`config.mk`:
```
export PLATFORM = sky130hd
export DESIGN_NAME = segment_bcd_encoder_flat
export DESIGN_NICKNAME = d
export VERILOG_FILES = /design/src/rtl/segment_bcd_encoder_if.sv /design/src/rtl/segment_bcd_encoder.sv /design/src/flat_wrapper.sv
export SDC_FILE = /design/constraint.sdc
export NUM_CORES = 1
export LEC_CHECK = 0
export BUFFER_PORTS_ARGS = -buffer_cell sky130_fd_sc_hd__clkbuf_2
export CAP_MARGIN = 10
export CORE_MARGIN = 10
export CORE_UTILIZATION = 50
export CTS_CLUSTER_SIZE = 40
export DETAILED_ROUTE_END_ITERATION = 12
export GPL_ROUTABILITY_DRIVEN = 0
export PLACE_DENSITY_LB_ADDON = 0.15
export SYNTH_ARGS = -nofsm -noshare
export SYNTH_HDL_FRONTEND = slang
export SYNTH_SLANG_ARGS = --single-unit
```
`constraint.sdc`:
```
create_clock -name clock -period 3.2 [get_ports clock]
set_input_delay 0.48 -clock clock [delete_from_list [all_inputs] [get_ports clock]]
set_output_delay 0.48 -clock clock [all_outputs]
set_load 0.01 [all_outputs]
```
`src/rtl/segment_bcd_encoder_if.sv`:
```
// segment_bcd_encoder_if: valid/ready value handshake between a binary source and the encoder
interface segment_bcd_encoder_if #(
    parameter int VALUE_BITS       = 14,
    parameter int NUMBER_OF_DIGITS = 4
);
    logic                        value_valid;
    logic                        value_ready;
    logic [VALUE_BITS-1:0]       value;
    logic [NUMBER_OF_DIGITS-1:0] dp_mask;
    modport master (output value_valid, value, dp_mask, input value_ready);
    modport slave  (input value_valid, value, dp_mask, output value_ready);
endinterface

```
`src/rtl/segment_bcd_encoder.sv`:
```
// segment_bcd_encoder: binary -> BCD (double dabble) -> seven-segment digits, plus scan strobe; SEGMENT_BCD_LEADING_ZERO_BLANK_EN blanks leading zeros
module segment_bcd_encoder #(
    parameter int NUMBER_OF_SEGMENTS = 8,
    parameter int NUMBER_OF_DIGITS   = 4,
    parameter int VALUE_BITS         = 14,
    parameter int SCAN_DIVIDER       = 10000
) (
    input  logic                          clock,
    input  logic                          reset_n,
    segment_bcd_encoder_if.slave          bus,
    output logic [NUMBER_OF_SEGMENTS-1:0] digits [0:NUMBER_OF_DIGITS-1],
    output logic                          next_segment,
    output logic                          busy,
    output logic                          overflow
);
    localparam int BCD_BITS = 4 * NUMBER_OF_DIGITS;
    localparam int COUNT_BITS = $clog2(VALUE_BITS + 1);
    localparam int SCAN_BITS = $clog2(SCAN_DIVIDER);
    localparam longint unsigned LIMIT = 64'd10 ** NUMBER_OF_DIGITS;
    localparam bit REACHABLE = LIMIT < (64'd1 << VALUE_BITS);
    localparam logic [6:0] FONT [16] = '{7'h3F, 7'h06, 7'h5B, 7'h4F, 7'h66, 7'h6D, 7'h7D, 7'h07,
                                         7'h7F, 7'h6F, 7'h00, 7'h00, 7'h00, 7'h00, 7'h00, 7'h00};
    typedef enum logic [1:0] {IDLE, CONVERT, UPDATE} state_t;
    state_t                        state, state_next;
    logic [VALUE_BITS-1:0]         shift;
    logic [BCD_BITS-1:0]           bcd, bcd_adjusted;
    logic [COUNT_BITS-1:0]         count;
    logic [NUMBER_OF_DIGITS-1:0]   dp_latched;
    logic                          overflow_pending;
    logic [SCAN_BITS-1:0]          prescaler;
    logic [NUMBER_OF_SEGMENTS-1:0] font_out [0:NUMBER_OF_DIGITS-1];
    logic                          accept;
`ifdef SEGMENT_BCD_LEADING_ZERO_BLANK_EN
    logic                          lit;
`endif

    assign bus.value_ready = state == IDLE;
    assign busy = ~bus.value_ready;
    assign accept = bus.value_ready && bus.value_valid;
    assign next_segment = prescaler == SCAN_BITS'(SCAN_DIVIDER - 1);

    // state register
    always_ff @(posedge clock)
        state <= !reset_n ? IDLE : state_next;

    // next state: accept -> VALUE_BITS shifts -> one update cycle -> idle
    always_comb begin
        state_next = state;
        if (accept)
            state_next = CONVERT;
        if (state == CONVERT && count == COUNT_BITS'(1))
            state_next = UPDATE;
        if (state == UPDATE)
            state_next = IDLE;
    end

    // add-3 correction on every nibble that would exceed 9 after the coming shift
    always_comb begin
        bcd_adjusted = bcd;
        for (int i = 0; i < NUMBER_OF_DIGITS; i++)
            if (bcd[4*i +: 4] >= 4'd5)
                bcd_adjusted[4*i +: 4] = bcd[4*i +: 4] + 4'd3;
    end

    // conversion datapath: latch on accept, shift one bit per CONVERT cycle
    always_ff @(posedge clock) begin
        if (!reset_n) begin
            shift            <= '0;
            bcd              <= '0;
            count            <= '0;
            dp_latched       <= '0;
            overflow_pending <= 1'b0;
        end else if (accept) begin
            shift            <= bus.value;
            bcd              <= '0;
            count            <= COUNT_BITS'(VALUE_BITS);
            dp_latched       <= bus.dp_mask;
            overflow_pending <= REACHABLE && (64'(bus.value) >= LIMIT);
        end else if (state == CONVERT) begin
            {bcd, shift}     <= {bcd_adjusted, shift} << 1;
            count            <= count - COUNT_BITS'(1);
        end
    end

    // font lookup, dash on overflow, dp always from the latched mask
    always_comb begin
`ifdef SEGMENT_BCD_LEADING_ZERO_BLANK_EN
        lit = 1'b0;
`endif
        for (int i = NUMBER_OF_DIGITS - 1; i >= 0; i--) begin
            font_out[i] = {dp_latched[i], overflow_pending ? 7'h40 : FONT[bcd[4*i +: 4]]};
`ifdef SEGMENT_BCD_LEADING_ZERO_BLANK_EN
            lit = lit || bcd[4*i +: 4] != 4'd0 || i == 0;
            if (!overflow_pending && !lit)
                font_out[i][6:0] = 7'h00;
`endif
        end
    end

    // display registers change only on UPDATE so partial conversions are never visible
    always_ff @(posedge clock) begin
        if (!reset_n) begin
            digits   <= '{default: '0};
            overflow <= 1'b0;
        end else if (state == UPDATE) begin
            digits   <= font_out;
            overflow <= overflow_pending;
        end
    end

    // free-running scan prescaler, independent of conversion
    always_ff @(posedge clock)
        prescaler <= (!reset_n || next_segment) ? '0 : prescaler + SCAN_BITS'(1);
endmodule

```
`src/flat_wrapper.sv`:
```
// flat-port wrapper written by rule: the top's interface ports become plain ports
module segment_bcd_encoder_flat 
#(
    parameter int NUMBER_OF_SEGMENTS = 8,
    parameter int NUMBER_OF_DIGITS   = 4,
    parameter int VALUE_BITS         = 14,
    parameter int SCAN_DIVIDER       = 10000
)
  (clock, reset_n, digits, next_segment, busy, overflow, bus_value_valid, bus_value, bus_dp_mask, bus_value_ready);
  segment_bcd_encoder_if #(.VALUE_BITS(VALUE_BITS), .NUMBER_OF_DIGITS(NUMBER_OF_DIGITS)) bus_i ();
  input  logic clock;
  input  logic reset_n;
  output logic [NUMBER_OF_SEGMENTS-1:0] digits[0:NUMBER_OF_DIGITS-1];
  output logic next_segment;
  output logic busy;
  output logic overflow;
  input wire logic [$bits(bus_i.value_valid)-1:0] bus_value_valid;
  input wire logic [$bits(bus_i.value)-1:0] bus_value;
  input wire logic [$bits(bus_i.dp_mask)-1:0] bus_dp_mask;
  output wire logic [$bits(bus_i.value_ready)-1:0] bus_value_ready;
  assign bus_i.value_valid = bus_value_valid;
  assign bus_i.value = bus_value;
  assign bus_i.dp_mask = bus_dp_mask;
  assign bus_value_ready = bus_i.value_ready;
  segment_bcd_encoder #(.NUMBER_OF_SEGMENTS(NUMBER_OF_SEGMENTS), .NUMBER_OF_DIGITS(NUMBER_OF_DIGITS), .VALUE_BITS(VALUE_BITS), .SCAN_DIVIDER(SCAN_DIVIDER)) u_core (.clock(clock), .reset_n(reset_n), .bus(bus_i), .digits(digits), .next_segment(next_segment), .busy(busy), .overflow(overflow));
endmodule
```
==> key figures <==
Run status
  – Status: finished clean

Clock network
  – Postcts setup bufs: 0
  – Clock slew seen by the registers of the worst setup and hold paths: 90 ps
  – H-tree depth: 3
  – Max Root-Sink Buffers: 2
  – Post-cts sizing count: 0
  – Cell chosen for the clock root: clkbuf_8
  – Hold-fix buffers, CTS: 0
  – Clock latency on the worst-skew pair: 360 ps
  – Inserted Clock Buffers: 9
  – CTS tree: built
  – Sink Count: 88

Final layout
  – Layout cells sized above 1: 0.153
  – Nets: 586
  – Sequential cell area: 1760 µm²
  – Area Overhead vs Synth: 14.1%
  – Multi-input gate area: 2240 µm²
  – Ant diodes: 0
  – Fillers: 782

Worst setup path
  – Setup CP Type: flop to primary output
  – Critical path startpoint category: flop
  – Worst-path cell chain: or4b_1 -> or4_4 -> inv_1 -> clkbuf_2
  – Critical path startpoint: u_core.prescaler[7]$_SDFF_PP0_
  – Crit-path max cell delay: 570 ps
  – Critical path endpoint category: primary output
  – CP max-delay cell: or4_4
  – Reg2reg start: u_core.state[0]$_SDFFE_PP0P_
  – Worst Path Arrival: 2000 ps
  – Worst-path fanout max: 4
  – R2R depth: 5
  – Worst Path Required: 2720 ps

Detailed routing
  – DRT antenna net count: 0
  – Via count: 3454
  – DRC viols: 0
  – DR WL/cell: 13.4 µm
  – Iteration-0 DRC count of the detailed router: 119
  – Drt pass-1 iters: 4
  – Number of vias per cell: 5.33
  – Total Wirelength: 8.68 mm

Timing
  – Peak Freq: 404 MHz
  – Max-slew violations: 0
  – Final min period: 2480 ps
  – Final hold vios: 0
  – Setup violators final: 0
  – Ratio of final minimum period to clock period: 0.773
  – Setup TNS: 0 ps
  – Worst-Margin Slew: 896 ps
  – Unrepaired setup endpoints after global routing: no
  – Clock Skew: 11.0 ps
  – Rel. slew slack: 0.403
  – Hold_ws: 359 ps

Floorplan
  – Core Footprint: 8180 µm²
  – Row count: 33
  – Die Y: 111 µm
  – Area of the die: 12400 µm²
  – Die X: 111 µm
  – Top Ports: 57
  – Initial core utilization: 0.510

Pwr
  – Pleak: 1.92 nW
  – Total power: 2.24 mW
  – Maximum vdd drop: 262 µV
  – Pwr Density: 471 nW/µm²

Synthesis
  – Post-synth net total: 542
  – Post-synth cell types: 42
  – Number of synthesized flops with an enable pin: 0
  – Seq/Total Area, Yosys: 0.422
  – Ys async rst share: 0
  – Synth Flop Type: dfxtp_1
  – Synth warn: 0
  – Cell count after synthesis: 494
  – Syn_area_per_cell: 8.44 µm²
  – Post-Syn Area: 4170 µm²
  – FF+latch count, synth: 88

Place
  – Port bufs: 56
  – DP Wirelength: 6.24 mm

Global routing
  – Total GRT Usage: 0.143
  – First-pass GRT wire length: 15.5 mm
  – Initial antenna violation count: 0
  – Overflow after GRT: 0
  – Vias in the first global route: 3450
  – Largest net degree at the start of global routing: 27

Hold path
  – Hold Path Stages: 3
  – HP Start: bus_dp_mask[1]
  – Worst min path class: input port to flop

Run
  – Max Cap Viol: 0
[area by class of cell]
class / count / area share
clock buffers: 9 / 0.0260
inverters: 17 / 0.0134
flip-flops and latches: 88 / 0.370
clock inverters: 7 / 0.0252
multi-input cells: 361 / 0.471
well taps: 105 / 0.0276
repair buffers: 61 / 0.0668
[metal layers]
metal	share of wire	global-route usage	wire length, µm	up-vias
met2	0.46	0.237	4020	61
li1	-	-	-	1791
met4	0.011	0.0574	92	0
met3	0.047	0.0349	405	8
met1	0.48	0.174	4160	1594
met5	0	0	0	-
[per-stage QoR]
stage / utilization / std cells / setup WS, ps / instance area [µm²]
floorplan: - / 494 / 1250 / 4170
global placement: 0.552 / 632 / 1140 / 4520
detailed placement: 0.552 / 632 / 1110 / 4520
CTS: 0.582 / 648 / 708 / 4760
global route: 0.582 / 648 / 600 / 4760
finish: 0.582 / 648 / 725 / 4760
[cells by family (layout without fill, tap and decap cells)]
group           count (synthesis)  after routing  synth area share
compound gates                129            129             0.193
xor+xnor                       24             24            0.0504
fa+ha+maj                      27             27            0.0810
buf+inv                        45             94            0.0438
flops                          88             88             0.422
mux                             2              2           0.00480
simple gates                  179            179             0.205
[where the power goes]
part,internal (mW),switching [mW]
sequential,1.13,0.0241
combinational,0.0630,0.101
clock,0.520,0.405
total,1.71,0.530
[cells in the mapped netlist (2+ instances only)]
cell type / number / area share
a21boi_0: 28 / 0.050
a22o_1: 4 / 0.0084
nand3_1: 15 / 0.018
or3_1: 6 / 0.0090
nand2_1: 75 / 0.067
o21ai_0: 43 / 0.052
buf_2: 2 / 0.0024
dfxtp_1: 88 / 0.42
nor3_1: 4 / 0.0048
nor2b_1: 5 / 0.0075
a31oi_1: 4 / 0.0060
nor4_1: 6 / 0.0090
nand4_1: 4 / 0.0060
inv_1: 17 / 0.015
a22oi_1: 13 / 0.023
a21oi_1: 24 / 0.029
ha_1: 27 / 0.081
a21o_1: 3 / 0.0054
mux2i_1: 2 / 0.0048
nand2b_1: 18 / 0.027
o22ai_1: 2 / 0.0030
a211oi_1: 3 / 0.0054
or4b_1: 2 / 0.0048
nor2_1: 34 / 0.031
and2_1: 2 / 0.0030
xnor2_1: 16 / 0.034
nor3b_1: 2 / 0.0036
clkbuf_1: 21 / 0.019
xor2_1: 8 / 0.017
buf_1: 4 / 0.0036
[cells in the final DEF (no fill, tap or decap), types with 2 or more instances in the layout]
cell type	count
dfxtp_1	88
a31oi_1	4
ha_1	27
a22o_1	4
clkbuf_2	56
mux2i_1	2
o22ai_1	2
or4b_1	2
a211oi_1	3
nand4_1	4
a22oi_1	13
nor2b_1	4
inv_1	17
nand2b_1	18
a21boi_0	28
nor3_1	4
xnor2_1	16
clkinv_4	2
and2_1	2
xor2_1	8
a21o_1	3
or3_1	6
nand3_1	15
clkbuf_8	9
o21ai_0	43
nor2_1	34
a21oi_1	24
nand2_1	75
buf_4	5
bufinv_16	3
nor4_1	6
[state kept, by name, indices dropped and copies added (netlist names)]
name	flops
u_core.bcd	16
u_core.count	4
u_core.digits	32
u_core.dp_latched	4
u_core.overflow	1
u_core.overflow_pending	1
u_core.prescaler	14
u_core.shift	14
u_core.state	2
[critical path, delay by kind of cell (launching register included)]
kind          cells  cell delay [ps]
simple gates      2             1100
buf+inv           2              190
flops             1              350
[path summary, 6_finish.rpt]
check	to	slack, ps
setup / recovery	next_segment	720
hold / removal	u_core.dp_latched[1]$_SDFFE_PN0P_	360
setup reg to reg	u_core.digits[16]$_SDFFE_PN0P_	1320
hold reg to reg	u_core.digits[3]$_SDFFE_PN0P_	460
Power figures use the tool's default switching activity.
